**src/rtl/if_stage_pkg.sv**
```systemverilog
// Shared fetch/decode definitions: opcode field, halt opcode, NOP encoding and fetch FSM states.
// Also imported by the decode-stage control decoder.
package if_stage_pkg;

   localparam logic [3:0]  OP_HLT     = 4'hF;
   localparam logic [15:0] NOP_INSTR  = 16'h0000;
   localparam int          PC_INC     = 2;
   localparam int          OPCODE_MSB = 15;
   localparam int          OPCODE_LSB = 12;

   typedef enum logic [1:0] {
      FETCH = 2'd0,
      DROP  = 2'd1,
      HOLD  = 2'd2,
      HALT  = 2'd3
   } fetchState_t;

   function automatic logic [3:0] opcodeOf(input logic [15:0] instr);
      return instr[OPCODE_MSB:OPCODE_LSB];
   endfunction

   function automatic logic isHalt(input logic [15:0] instr);
      return opcodeOf(instr) == OP_HLT;
   endfunction

endpackage

```
**src/rtl/if_stage_if_id_reg.sv**
```systemverilog
// IF/ID pipeline register with load, hold and flush; flush wins over everything else.
module if_id_reg
   import if_stage_pkg::*;
#(
   parameter int ADDR_W = 16
) (
   input  logic              clk,
   input  logic              rst_n,
   input  logic              load,
   input  logic              flush,
   input  logic [15:0]       loadInstr,
   input  logic [ADDR_W-1:0] loadPc2,
   output logic [15:0]       instr,
   output logic [ADDR_W-1:0] pc2,
   output logic              valid
);

   // A flushed entry reads as a NOP so decode sees harmless opcode bits.
   always_ff @(posedge clk or negedge rst_n) begin
      if (!rst_n) begin
         instr <= NOP_INSTR;
         pc2   <= '0;
         valid <= 1'b0;
      end else if (flush) begin
         instr <= NOP_INSTR;
         pc2   <= '0;
         valid <= 1'b0;
      end else if (load) begin
         instr <= loadInstr;
         pc2   <= loadPc2;
         valid <= 1'b1;
      end
   end

endmodule

```
**src/rtl/if_stage.sv**
```systemverilog
// Instruction-fetch stage: PC, variable-latency imem handshake, one-entry hold buffer and IF/ID register.
// Optional fetch stall counter is built only when IF_STALL_CNT_EN is defined.
module if_stage
   import if_stage_pkg::*;
#(
   parameter int                ADDR_W   = 16,
   parameter logic [ADDR_W-1:0] RESET_PC = '0
) (
   input  logic              clk,
   input  logic              rst_n,
   output logic              imem_req,
   output logic [ADDR_W-1:0] imem_addr,
   input  logic [15:0]       imem_rdata,
   input  logic              imem_valid,
   input  logic              stall,
   input  logic              branch_taken,
   input  logic [ADDR_W-1:0] branch_target,
   output logic [15:0]       ifid_instr,
   output logic [ADDR_W-1:0] ifid_pc2,
   output logic              ifid_valid,
   output logic              fetch_halted,
   output logic [15:0]       stall_cnt
);

   fetchState_t       state, stateNext;
   logic [ADDR_W-1:0] pc, pcNext;
   logic [ADDR_W-1:0] pcPlus2;
   logic [ADDR_W-1:0] dropAddr, dropAddrNext;
   logic [15:0]       holdInstr, holdInstrNext;
   logic [ADDR_W-1:0] holdPc2, holdPc2Next;
   logic              ifidLoad;
   logic              ifidFlush;
   logic [15:0]       ifidLoadInstr;
   logic [ADDR_W-1:0] ifidLoadPc2;

   assign pcPlus2 = pc + ADDR_W'(PC_INC);

   // DROP keeps presenting the abandoned address so the memory sees a stable request until it answers.
   assign imem_req     = (state == FETCH) || (state == DROP);
   assign imem_addr    = (state == DROP) ? dropAddr : pc;
   assign fetch_halted = (state == HALT);

   always_ff @(posedge clk or negedge rst_n) begin
      if (!rst_n) begin
         state     <= FETCH;
         pc        <= RESET_PC;
         dropAddr  <= '0;
         holdInstr <= NOP_INSTR;
         holdPc2   <= '0;
      end else begin
         state     <= stateNext;
         pc        <= pcNext;
         dropAddr  <= dropAddrNext;
         holdInstr <= holdInstrNext;
         holdPc2   <= holdPc2Next;
      end
   end

   // Priority in every state: branch redirect, then memory response, then decode stall.
   always_comb begin
      stateNext     = state;
      pcNext        = pc;
      dropAddrNext  = dropAddr;
      holdInstrNext = holdInstr;
      holdPc2Next   = holdPc2;
      ifidLoad      = 1'b0;
      ifidLoadInstr = imem_rdata;
      ifidLoadPc2   = pcPlus2;

      case (state)
         FETCH: begin
            if (branch_taken) begin
               pcNext = branch_target;
               if (!imem_valid) begin
                  dropAddrNext = pc;
                  stateNext    = DROP;
               end
            end else if (imem_valid) begin
               pcNext = pcPlus2;
               if (stall) begin
                  holdInstrNext = imem_rdata;
                  holdPc2Next   = pcPlus2;
                  stateNext     = HOLD;
               end else begin
                  ifidLoad = 1'b1;
                  if (isHalt(imem_rdata)) begin
                     stateNext = HALT;
                  end
               end
            end
         end

         DROP: begin
            if (branch_taken) begin
               pcNext = branch_target;
            end
            if (imem_valid) begin
               stateNext = FETCH;
            end
         end

         HOLD: begin
            if (branch_taken) begin
               pcNext        = branch_target;
               holdInstrNext = NOP_INSTR;
               holdPc2Next   = '0;
               stateNext     = FETCH;
            end else if (!stall) begin
               ifidLoad      = 1'b1;
               ifidLoadInstr = holdInstr;
               ifidLoadPc2   = holdPc2;
               stateNext     = isHalt(holdInstr) ? HALT : FETCH;
            end
         end

         HALT: begin
            if (branch_taken) begin
               pcNext    = branch_target;
               stateNext = FETCH;
            end
         end

         default: begin
            stateNext = FETCH;
         end
      endcase

      // When decode consumes IF/ID and nothing new arrives, a bubble replaces the old word so it is not re-executed.
      ifidFlush = branch_taken | (~stall & ~ifidLoad);
   end

   if_id_reg #(
      .ADDR_W(ADDR_W)
   ) ifIdReg (
      .clk      (clk),
      .rst_n    (rst_n),
      .load     (ifidLoad),
      .flush    (ifidFlush),
      .loadInstr(ifidLoadInstr),
      .loadPc2  (ifidLoadPc2),
      .instr    (ifid_instr),
      .pc2      (ifid_pc2),
      .valid    (ifid_valid)
   );

`ifdef IF_STALL_CNT_EN
   logic [15:0] stallCnt;

   // Counts cycles spent waiting on memory or parked in the hold buffer; sticks at all-ones.
   always_ff @(posedge clk or negedge rst_n) begin
      if (!rst_n) begin
         stallCnt <= 16'h0000;
      end else if (((imem_req & ~imem_valid) | (state == HOLD)) && (stallCnt != 16'hFFFF)) begin
         stallCnt <= stallCnt + 16'd1;
      end
   end

   assign stall_cnt = stallCnt;
`else
   assign stall_cnt = 16'h0000;
`endif

endmodule

```
**config.mk**
```make
export PLATFORM = sky130hd
export DESIGN_NAME = if_stage
export DESIGN_NICKNAME = d
export VERILOG_FILES = /design/src/rtl/if_stage_pkg.sv /design/src/rtl/if_stage_if_id_reg.sv /design/src/rtl/if_stage.sv
export SDC_FILE = /design/constraint.sdc
export NUM_CORES = 1
export LEC_CHECK = 0
export ABC_AREA = 1
export CELL_PAD_IN_SITES_DETAIL_PLACEMENT = 1
export CELL_PAD_IN_SITES_GLOBAL_PLACEMENT = 1
export CORE_ASPECT_RATIO = 0.75
export CORE_UTILIZATION = 50
export DETAILED_ROUTE_END_ITERATION = 16
export DONT_BUFFER_PORTS = 1
export GPL_ROUTABILITY_DRIVEN = 0
export GPL_TIMING_DRIVEN = 0
export HOLD_SLACK_MARGIN = 0.1
export PLACE_DENSITY_LB_ADDON = 0.1
export SYNTH_ARGS = -nofsm -noshare
export SYNTH_HDL_FRONTEND = slang
export SYNTH_SLANG_ARGS = --single-unit
```
**constraint.sdc**
```tcl
create_clock -name clk -period 2.8 [get_ports clk]
set_clock_uncertainty 0.1 [all_clocks]
set_input_delay 0.56 -clock clk [delete_from_list [all_inputs] [get_ports clk]]
set_output_delay 0.56 -clock clk [all_outputs]
set_load 0.1 [all_outputs]
```
==> results of run 1 <==
-- cell type report --
| type | count | area (um2) |
|---|---|---|
| fillers | 1271 | 4230 |
| multi-input cells | 503 | 2580 |
| flip-flops and latches | 99 | 2480 |
| plain buffers | 51 | 332 |
| clock buffers | 9 | 225 |
| inverters | 50 | 203 |
| well taps | 136 | 170 |
| clock inverters | 7 | 116 |
-- cells in the mapped netlist, drive strengths merged, types with 3 or more instances --
library cell  instances  area, um2
inv                  49        186
a32o                  3       30.0
buf                  37        253
dfrtp                99       2480
nand4                 8       50.1
nor2                 48        205
nand2               216        823
mux2i                10        100
a21boi                3       22.5
a21oi                40        238
o211ai                3       22.5
o21ai                90        450
xor2                  3       26.3
nand3                41        210
o22ai                16        100
clkbuf               14       52.6
-- flip-flops by register name, summed over array words and instances, names as in the netlist --
name / flops
dropAddr: 16
pc: 16
holdInstr: 16
ifIdReg.instr: 16
state: 2
holdPc2: 16
ifIdReg.valid: 1
ifIdReg.pc2: 16
-- kinds of logic (layout without fill, tap and decap cells) --
kind of cell	Yosys count	count (layout)	share of synthesized area
AO/OA/AOI/OAI	157	157	0.165
multiplexers	10	10	0.0188
flip-flops	99	99	0.466
buffers and inverters	101	117	0.0941
other	1	16	0.000705
XOR/XNOR	3	3	0.00494
AND/OR/NAND/NOR	316	316	0.248
adder cells (fa/ha/maj)	1	1	0.00235
-- cells in the final DEF, fill, tap and decap left out, drive strengths merged, types with 2 or more instances in the layout --
cell type,Yosys,routed
nand3,41,41
conb,1,16
mux2i,10,10
a21boi,3,3
o211ai,3,3
inv,49,49
xor2,3,3
bufinv,0,3
o21ai,90,90
nand4,8,8
a21oi,40,40
buf,37,40
dfrtp,99,99
nor2,48,48
clkinv,1,4
a32o,3,3
nand2,216,216
o22ai,16,16
nor3,2,2
clkbuf,14,20
-- power breakdown --
part | leakage (nW) | switching (mW) | internal [mW]
logic | 1.60 | 3.30 | 0.881
registers | 1.29 | 0.858 | 1.89
clock network | 0.165 | 0.579 | 0.872
total | 3.06 | 4.74 | 3.65
-- how the worst min path moves through the flow --
| stage | from | slack (ns) | endpoint |
|---|---|---|---|
| after detailed placement | rst_n | 0.17 | pc[12]$_DFFE_PN0P_ |
| after CTS | rst_n | -0.20 | ifIdReg.pc2[14]$_DFFE_PN0P_ |
| after global placement | rst_n | 0.17 | dropAddr[12]$_DFFE_PN0P_ |
| after global routing | rst_n | -0.22 | ifIdReg.pc2[14]$_DFFE_PN0P_ |
| after floorplan | rst_n | 0.16 | dropAddr[0]$_DFFE_PN0P_ |
| final | rst_n | -0.21 | dropAddr[12]$_DFFE_PN0P_ |
-- per-layer routing --
metal	vias up	part of all wire
met5	-	0
met4	0	0.017
met3	27	0.053
met2	150	0.48
met1	2475	0.45
li1	2288	-
-- repair_timing --
item / in CTS / in global routing
pin swaps: 11 / 2
gates resized for setup: 24 / 6
setup endpoints to repair: 16 / 16
endpoints found under the hold margin: 99 / 99
-- through the flow --
| step | setup TNS (ns) | hold slack (ns) |
|---|---|---|
| CTS | 0 | -0.205 |
| floorplan | -2.59 | 0.164 |
| global placement | -6.38 | 0.168 |
| detailed placement | -6.98 | 0.167 |
| finish | 0 | -0.210 |
| global route | 0 | -0.217 |
==> results.txt, run 1 <==
----------------------------------------------------
[Placed design]
  Setup slack at placement ... -0.524 ns
  Port buffer count ... 0
  Placed inst area ... 5620 um2
  Post-detail-place hpwl ... 12.1 mm
  Cell count after placement ... 839

[Drt]
  Detailed Routing Iterations Pass 1 ... 5
  Via-per-instance ratio ... 5.78
  Count of nets left with antenna violations after detail routing ... 0
  Number of violations reported at the end of detailed-routing iteration 0 ... 346
  Via count ... 4940
  Average wire length per cell after detail routing ... 19.8 um
  DRC violation count after routing ... 0
  Total length of routed wires ... 17.0 mm

[Power and ir drop]
  Post-route total power ... 8.39 mW
  Highest ir drop seen on vdd ... 0.894 mV
  Power density over the cells ... 1370 nW/um2
  Static leakage ... 3.06 nW

[Floorplan]
  Initial Utilization ... 0.515
  Count of standard-cell rows ... 32
  Core region area ... 10300 um2
  Total Die Area ... 11100 um2
  Chip width ... 121 um
  # IOs ... 104
  Vertical die dimension ... 91.3 um

[Global routing]
  First-pass GRT wire length ... 27.9 mm
  Global-route usage over all layers ... 0.325
  Vias in the first global route ... 5412
  Met1 track demand over resource ... 0.444
  Pin count of the biggest net entering global routing ... 100
  Initial antenna violation count ... 0
  Global routing usage on met2 ... 0.523
  Met3 usage in global routing ... 0.0697
  Remaining Overflow, GRT ... 0
  Busiest grt layer ... met2

[Yosys]
  Synthesis Warnings ... 0
  Post-Syn Area ... 5320 um2
  Post-synthesis async set-or-reset flop share ... 1.00
  Most used DFF post-synth ... sky130_fd_sc_hd__dfrtp_1
  Avg Synthesized Cell Area ... 7.73 um2
  Count of flip-flops with a built-in enable after synthesis ... 0
  Number of register bits inferred by synthesis ... 99
  Synth Instances ... 688
  Cell variety after synth ... 35
  Seq/Total Area, Yosys ... 0.466

[STA]
  Least setup slack across all paths after layout ... 0.0576 ns
  Setup repair after global routing missed its margin ... false
  Period Utilization, post-route ... 0.979
  Worst Hold Slack ... -0.210 ns
  Tmin final ... 2.74 ns
  Measured slew at the worst slew-check pin ... 0.949 ns
  Count of final hold-check violations ... 99
  Number of setup violations in the final report ... 0
  Count of final max-slew check failures ... 0
  Maximum achievable frequency ... 0.365 GHz
  Worst slew margin ... 0.367

[Critical path]
  Critical path startpoint ... state[1]$_DFFE_PN0P_
  Maximum cell stage delay along the critical path ... 0.60 ns
  Cell family contributing the most delay on the critical path ... compound AO/OA/AOI/OAI gates
  Slowest CP cell ... sky130_fd_sc_hd__a21oi_4
  Reg-to-reg critical path endpoint ... ifIdReg.pc2[9]$_DFFE_PN0P_
  Series of cell instances along the critical path ... buf_6 -> inv_8 -> nand2_2 -> buf_8 -> a21oi_4
  Worst setup path end ... imem_addr[10]
  Required @ worst endpoint ... 2.14 ns
  Critical path startpoint category ... flip-flop
  Worst EP arrival ... 2.08 ns
  FF-to-FF path depth ... 8
  R2r setup slk ... 0.80 ns
  Buffering stage count on the worst path with inverters included ... 3
  Worst Setup Path Type ... reg -> out
  Worst R2R Start ... pc[1]$_DFFE_PN0P_
  Cell count along the critical path ... 5
  Capturing element type of the critical path ... output port
  Critical path peak fanout ... 10

[Job]
  Max-cap check violation count ... 0

[Clock tree]
  Total CTS buffers ... 9
  Clock-pin slew of the registers on the worst-case setup and hold paths ... 0.07 ns
  Clock tree from TritonCTS ... built
  Latest clock arrival within the worst-skew pair ... 0.36 ns
  Root buffer cell ... sky130_fd_sc_hd__clkbuf_16
  Sink count of the clock tree ... 99
  Number of buffers added for setup after CTS ... 0
  Bufs on Longest Clock Path ... 2
  H-tree level count ... 3

[Finish]
  Share of layout cells above drive strength 1 ... 0.138
  Count of non-filler cells in the finished layout ... 855
  Layout net count ... 752
  Area added between synthesis and finish ... 14.8%
  Diode count ... 0
  Post-route cell area ... 6100 um2
  Final core area utilization ... 0.591

[Worst hold path]
  Class of the worst hold path ... in -> async

[Run status]
  Violated checks ... negative hold slack
  Run status ... finished, violations left

----------------------------------------------------
Power figures use the tool's default switching activity.
==> run 2: changes to the inputs <==
--- a/config.mk
+++ b/config.mk
@@ -9,9 +9,8 @@
 export CELL_PAD_IN_SITES_DETAIL_PLACEMENT = 1
 export CELL_PAD_IN_SITES_GLOBAL_PLACEMENT = 1
 export CORE_ASPECT_RATIO = 0.75
-export CORE_UTILIZATION = 50
+export CORE_UTILIZATION = 41
 export DETAILED_ROUTE_END_ITERATION = 16
-export DONT_BUFFER_PORTS = 1
 export GPL_ROUTABILITY_DRIVEN = 0
 export GPL_TIMING_DRIVEN = 0
 export HOLD_SLACK_MARGIN = 0.1
==> run 2 against run 1 <==
Against the previous run:
- worst setup slack better by 0.013 ns
- die area up 22%
- total power about the same
- the run now ends clean
==> results.txt, run 2 (same netlist as run 1, synthesis figures left out) <==
----------------------------------------------------
[Clock tree]
  Post-cts hold buffer count ... 0
  Number of buffers added for setup after CTS ... 0 (unchanged)
  Clock tree from TritonCTS ... built
  Sink count of the clock tree ... 99 (unchanged)
  H-tree level count ... 3 (unchanged)
  Latest clock arrival within the worst-skew pair ... 0.35 ns (about the same)
  Clock-pin slew of the registers on the worst-case setup and hold paths ... 0.07 ns (about the same)
  Root buffer cell ... sky130_fd_sc_hd__clkbuf_16
  Bufs on Longest Clock Path ... 2 (unchanged)
  Post-cts repair resize count ... 84 (+250%)
  Total CTS buffers ... 9 (unchanged)

[Critical path]
  Worst R2R Start ... pc[1]$_DFFE_PN0P_
  FF-to-FF path depth ... 8 (unchanged)
  R2r setup slk ... 0.73 ns (-0.07 ns)
  Slowest CP cell ... sky130_fd_sc_hd__clkdlybuf4s50_1
  Maximum cell stage delay along the critical path ... 1.13 ns (+0.53 ns)
  Critical path peak fanout ... 7 (-3)
  Reg-to-reg critical path endpoint ... ifIdReg.pc2[13]$_DFFE_PN0P_
  Worst EP arrival ... 2.07 ns (about the same)
  Worst Setup Path Type ... reg -> out
  Series of cell instances along the critical path ... buf_6 -> inv_2 -> clkdlybuf4s50_1
  Buffering stage count on the worst path with inverters included ... 3 (unchanged)
  Required @ worst endpoint ... 2.14 ns (about the same)
  Critical path startpoint category ... flip-flop
  Cell family contributing the most delay on the critical path ... buffers and inverters
  Capturing element type of the critical path ... output port

[Global routing]
  Met3 usage in global routing ... 0.0377 (-0.0320)
  Remaining Overflow, GRT ... 0 (unchanged)
  Met1 track demand over resource ... 0.362 (-0.0820)
  First-pass GRT wire length ... 28.3 mm (+1.2%)
  Pin count of the biggest net entering global routing ... 62 (-38%)
  Busiest grt layer ... met2
  Vias in the first global route ... 5531 (+2.2%)
  Global-route usage over all layers ... 0.272 (-0.0538)
  Global routing usage on met2 ... 0.462 (-0.0610)
  Initial antenna violation count ... 0 (unchanged)

[STA]
  Maximum achievable frequency ... 0.366 GHz (+0.48%)
  Count of final max-slew check failures ... 0 (unchanged)
  Worst slew margin ... 0.336 (-0.0310)
  Period Utilization, post-route ... 0.975 (-0.00473)
  Tmin final ... 2.73 ns (-0.0132 ns)
  Measured slew at the worst slew-check pin ... 0.992 ns (+0.0435 ns)
  Count of final hold-check violations ... 0 (-100%)
  Number of setup violations in the final report ... 0 (unchanged)
  Setup repair after global routing missed its margin ... false

[Drt]
  Average wire length per cell after detail routing ... 17.9 um (-9.8%)
  Via count ... 5198 (+5.2%)
  Count of nets left with antenna violations after detail routing ... 0 (unchanged)
  Total length of routed wires ... 17.3 mm (+2.3%)
  Via-per-instance ratio ... 5.36 (-7.3%)
  Number of violations reported at the end of detailed-routing iteration 0 ... 200 (-42%)
  DRC violation count after routing ... 0 (unchanged)
  Detailed Routing Iterations Pass 1 ... 4 (-1)

[Finish]
  Most frequent standard cell in the layout excluding fill and tap cells ... sky130_fd_sc_hd__nand2_1
  Commonest cells after routing, fill and taps aside ... sky130_fd_sc_hd__nand2_1, sky130_fd_sc_hd__dfrtp_1, sky130_fd_sc_hd__o21ai_0
  Count of non-filler cells in the finished layout ... 970 (+13%)
  Layout net count ... 838 (+11%)
  Final core area utilization ... 0.544 (-0.0468)
  Area added between synthesis and finish ... 27.7%
  Share of layout cells above drive strength 1 ... 0.142 (+0.00410)
  Diode count ... 0 (unchanged)
  Post-route cell area ... 6790 um2 (+11%)

[Floorplan]
  Vertical die dimension ... 101 um (+10%)
  Chip width ... 133 um (+10%)
  Count of standard-cell rows ... 35 (+9.4%)
  Initial Utilization ... 0.426 (-0.0887)
  Core region area ... 12500 um2 (+21%)
  # IOs ... 104 (unchanged)
  Total Die Area ... 13400 um2 (+22%)

[Worst hold path]
  Class of the worst hold path ... in -> async

[Power and ir drop]
  Power density over the cells ... 1230 nW/um2 (-10%)
  Static leakage ... 3.36 nW (+10%)
  Highest ir drop seen on vdd ... 0.901 mV (+0.84%)

[Placed design]
  Cell count after placement ... 955 (+14%)
  Post-detail-place hpwl ... 12.8 mm (+5.8%)
  Port buffer count ... 85 (+85)
  Placed inst area ... 6530 um2 (+16%)

[Run status]
  Run status ... completed

[Job]
  Max-cap check violation count ... 0 (unchanged)

----------------------------------------------------
## run 2: changes by cell type in the layout (fill, tap and decap cells not counted), moves of 2 or more
cell	delta
sky130_fd_sc_hd__clkdlybuf4s50_1	+67
sky130_fd_sc_hd__a21oi_2	+14
sky130_fd_sc_hd__a21oi_4	-14
sky130_fd_sc_hd__clkbuf_4	+13
sky130_fd_sc_hd__buf_2	+3
sky130_fd_sc_hd__buf_8	-2
sky130_fd_sc_hd__bufinv_16	-2
sky130_fd_sc_hd__clkbuf_2	+2
## run 2: cell type report
type                            count  area [um2]
Tap cell                          166         208
Buffer                             51         312
Timing Repair Buffer               86         831
Clock inverter                      4        51.3
Clock buffer                       11         243
Sequential cell                    99        2480
Fill cell                        1586        5690
Inverter                           50         195
Multi-Input combinational cell    503        2470
## run 2: through the flow
step	TNS, ns	worst slack (ns)	power [mW]	hold WS [ns]
2_1_floorplan	-2.59	-0.187	5.93	0.164
3_3_place_gp	-289.21	-2.86	7.02	0.360
3_5_place_dp	-7.41	-0.658	7.19	0.364
4_1_cts	0	0.00253	8.33	0.110
5_1_grt	0	0.00627	8.79	0.124
6_report	0	0.0709	8.38	0.0895
## run 2: layer usage
metal / wire [um] / vias up
met5: 0 / -
met4: 207 / 0
met3: 624 / 22
met2: 8480 / 114
met1: 8030 / 2616
li1: - / 2446
## run 2: how the worst max path moves through the flow
stage,slack (ns),endpoint,cells past startpoint,start
after floorplan,-0.19,imem_addr[10],5,state[1]$_DFFE_PN0P_
after CTS,0.003,imem_addr[13],7,state[1]$_DFFE_PN0P_
after global routing,0.006,imem_req,3,state[1]$_DFFE_PN0P_
after detailed placement,-0.66,imem_addr[14],7,state[1]$_DFFE_PN0P_
after global placement,-2.86,ifIdReg.pc2[12]$_DFFE_PN0P_,1,rst_n
final,0.07,imem_req,3,state[1]$_DFFE_PN0P_
## run 2: where the power goes
| group | internal (mW) | switching (mW) |
|---|---|---|
| Combinational | 1.10 | 3.76 |
| Clock | 0.713 | 0.552 |
| Sequential | 1.91 | 0.348 |
==> run 3: changes to the inputs <==
--- a/config.mk
+++ b/config.mk
@@ -9,7 +9,7 @@
 export CELL_PAD_IN_SITES_DETAIL_PLACEMENT = 1
 export CELL_PAD_IN_SITES_GLOBAL_PLACEMENT = 1
 export CORE_ASPECT_RATIO = 0.75
-export CORE_UTILIZATION = 41
+export CORE_UTILIZATION = 38
 export DETAILED_ROUTE_END_ITERATION = 16
 export GPL_ROUTABILITY_DRIVEN = 0
 export GPL_TIMING_DRIVEN = 0
==> constraint.sdc (replaced) <==
create_clock -name clk -period 2.6 [get_ports clk]
set_clock_uncertainty 0.1 [all_clocks]
set_input_delay 0.52 -clock clk [delete_from_list [all_inputs] [get_ports clk]]
set_output_delay 0.52 -clock clk [all_outputs]
set_load 0.1 [all_outputs]
==> run 3 against run 2 <==
Against the previous run:
- clock power hardly changed
- largest power group unchanged
- routed wire length fell by 1.8%
- the run now ends with design-rule violations left
- core utilization decreased by 4.0 points
==> results.txt, run 3 (same netlist as run 1, synthesis figures left out) <==
----------------------------------------------------
[Floorplan]
  # IOs ... 104 (unchanged)
  Core region area ... 13700 um2 (+9.8%)
  Chip width ... 139 um (+3.8%)
  Count of standard-cell rows ... 37 (+5.7%)
  Total Die Area ... 14500 um2 (+7.8%)
  Vertical die dimension ... 104 um (+3.8%)
  Initial Utilization ... 0.388 (-0.0380)

[Finish]
  Count of non-filler cells in the finished layout ... 980 (+1.0%)
  Final core area utilization ... 0.504 (-0.0400)
  Most frequent standard cell in the layout excluding fill and tap cells ... sky130_fd_sc_hd__nand2_1
  Share of layout cells above drive strength 1 ... 0.144 (+0.00231)
  Post-route cell area ... 6900 um2 (+1.7%)
  Diode count ... 0 (unchanged)
  Commonest cells after routing, fill and taps aside ... sky130_fd_sc_hd__nand2_1, sky130_fd_sc_hd__dfrtp_1, sky130_fd_sc_hd__o21ai_0
  Layout net count ... 838 (unchanged)
  Area added between synthesis and finish ... 29.8%
  Fill cell count ... 1684 (+6.2%)

[STA]
  Count of final hold-check violations ... 0 (unchanged)
  Period Utilization, post-route ... 0.967
  Count of final max-slew check failures ... 0 (unchanged)
  Worst slew margin ... 0.334 (-0.00209)
  Number of setup violations in the final report ... 0 (unchanged)
  Worst Hold Slack ... 0.0836 ns (-0.00588 ns)
  Setup repair after global routing missed its margin ... false
  Maximum achievable frequency ... 0.398 GHz
  Tmin final ... 2.51 ns
  Final setup TNS ... 0 ns (unchanged)
  Measured slew at the worst slew-check pin ... 0.996 ns (+0.00312 ns)

[Placed design]
  Placed inst area ... 6650 um2 (+1.9%)
  Port buffer count ... 85 (unchanged)
  Post-detail-place hpwl ... 12.8 mm (about the same)
  Cell count after placement ... 964 (+0.94%)

[Global routing]
  First-pass GRT wire length ... 28.0 mm (-1.0%)
  Vias in the first global route ... 5405 (-2.3%)
  Global-route usage over all layers ... 0.246 (-0.0261)
  Pin count of the biggest net entering global routing ... 55 (-11%)
  Initial antenna violation count ... 0 (unchanged)
  Remaining Overflow, GRT ... 0 (unchanged)

[Power and ir drop]
  Net switching power figure ... 5.15 mW (+11%)
  Power density over the cells ... 1330 nW/um2 (+7.8%)
  Static leakage ... 3.36 nW (about the same)
  Internal power ... 4.04 mW (+8.5%)
  Sequential power share ... 0.264 (-0.005)
  Combinational Power Share ... 0.596 (+0.016)
  Clock network power share ... 0.140 (-0.011)
  Highest ir drop seen on vdd ... 0.841 mV (-6.7%)
  Proportion of total power due to net switching ... 0.560 (+0.00475)

[Job]
  Max-cap check violation count ... 0 (unchanged)

[Clock tree]
  Post-cts hold buffer count ... 0 (unchanged)
  Root buffer cell ... sky130_fd_sc_hd__clkbuf_16
  Sink count of the clock tree ... 99 (unchanged)
  Clock-pin slew of the registers on the worst-case setup and hold paths ... 0.07 ns (about the same)
  Total CTS buffers ... 9 (unchanged)
  Clock tree from TritonCTS ... built
  Latest clock arrival within the worst-skew pair ... 0.35 ns (about the same)
  Bufs on Longest Clock Path ... 2 (unchanged)
  H-tree level count ... 3 (unchanged)

[Critical path]
  Critical path peak fanout ... 10 (+3)
  Cell family contributing the most delay on the critical path ... buffers and inverters
  Series of cell instances along the critical path ... buf_6 -> inv_4 -> nand2_1 -> clkbuf_8 -> nor2_1 -> a21oi_4 -> buf_4
  Buffering stage count on the worst path with inverters included ... 4 (+1)
  Worst EP arrival ... 1.89 ns (-0.18 ns)
  Critical path startpoint category ... flip-flop
  Required @ worst endpoint ... 1.98 ns (-0.16 ns)
  Capturing element type of the critical path ... output port
  Worst Setup Path Type ... reg -> out
  Maximum cell stage delay along the critical path ... 0.35 ns (-0.78 ns)
  Slowest CP cell ... sky130_fd_sc_hd__dfrtp_1
  R2r setup slk ... 0.57 ns (-0.16 ns)

[Drt]
  Count of nets left with antenna violations after detail routing ... 0 (unchanged)
  Via count ... 5141 (-1.1%)
  DRC violation count after routing ... 16 (+16)
  Detailed Routing Iterations Pass 1 ... 10 (+6)
  Average wire length per cell after detail routing ... 17.4 um (-2.8%)
  Total length of routed wires ... 17.0 mm (-1.8%)
  Via-per-instance ratio ... 5.25 (-2.1%)
  Number of violations reported at the end of detailed-routing iteration 0 ... 234 (+17%)

[Run status]
  Run status ... finished, violations left
  Violated checks ... design-rule violations

[Worst hold path]
  Class of the worst hold path ... in -> async

----------------------------------------------------
[run 3: worst paths after layout]
path                                   startpoint                       endpoint  cells after the start
setup / recovery             state[1]$_DFFE_PN0P_                  imem_addr[12]                      7
hold / removal                              rst_n             pc[12]$_DFFE_PN0P_                      1
setup reg to reg                pc[1]$_DFFE_PN0P_     ifIdReg.pc2[9]$_DFFE_PN0P_                      8
hold reg to reg            holdPc2[9]$_DFFE_PN0P_         holdPc2[9]$_DFFE_PN0P_                      1
max in group asynchronous                   rst_n  ifIdReg.instr[15]$_DFFE_PN0P_                      2
min in group clk           holdPc2[9]$_DFFE_PN0P_         holdPc2[9]$_DFFE_PN0P_                      1
[run 3: final cells by class]
cell class / count / area, um2 / share of cell area
Buffer: 51 / 323 / 0.0468
Sequential cell: 99 / 2480 / 0.359
Clock buffer: 9 / 225 / 0.0326
Inverter: 50 / 198 / 0.0286
Clock inverter: 7 / 52.6 / 0.00761
Multi-Input combinational cell: 503 / 2570 / 0.373
Tap cell: 175 / 219 / 0.0317
Timing Repair Buffer: 86 / 833 / 0.121
[run 3: power by group through the flow]
| stage | Clock (mW) | Sequential [mW] | Combinational (mW) |
|---|---|---|---|
| 2_1_floorplan | 0 | 2.85 | 3.77 |
| 3_3_place_gp | 0 | 2.41 | 5.40 |
| 3_5_place_dp | 0 | 2.44 | 5.52 |
| 4_1_cts | 1.32 | 2.42 | 5.48 |
| 5_1_grt | 1.37 | 2.48 | 5.82 |
| 6_report | 1.29 | 2.42 | 5.48 |
[run 3: metrics by stage]
stage	worst slack [ns]	power, mW
after floorplan	0.0703	6.62
after detailed placement	-0.644	7.97
final	0.0867	9.19
after global routing	0.0106	9.67
after global placement	-3.09	7.81
after CTS	0.0149	9.21
[run 3: what timing repair did]
action / 4_1_cts / 5_1_grt
setup buffers: 0 / 0
gates cloned: 0 / 0
endpoints found under the setup margin: 18 / 13
gates resized for setup: 100 / 5
[run 3: routing by layer]
layer / vias to the layer above / GRT usage / share of wire
li1: 2451 / - / -
met1: 2578 / 0.344 / 0.49
met2: 94 / 0.396 / 0.47
met3: 18 / 0.0378 / 0.033
met4: 0 / 0.0642 / 0.012
met5: - / 0 / 0
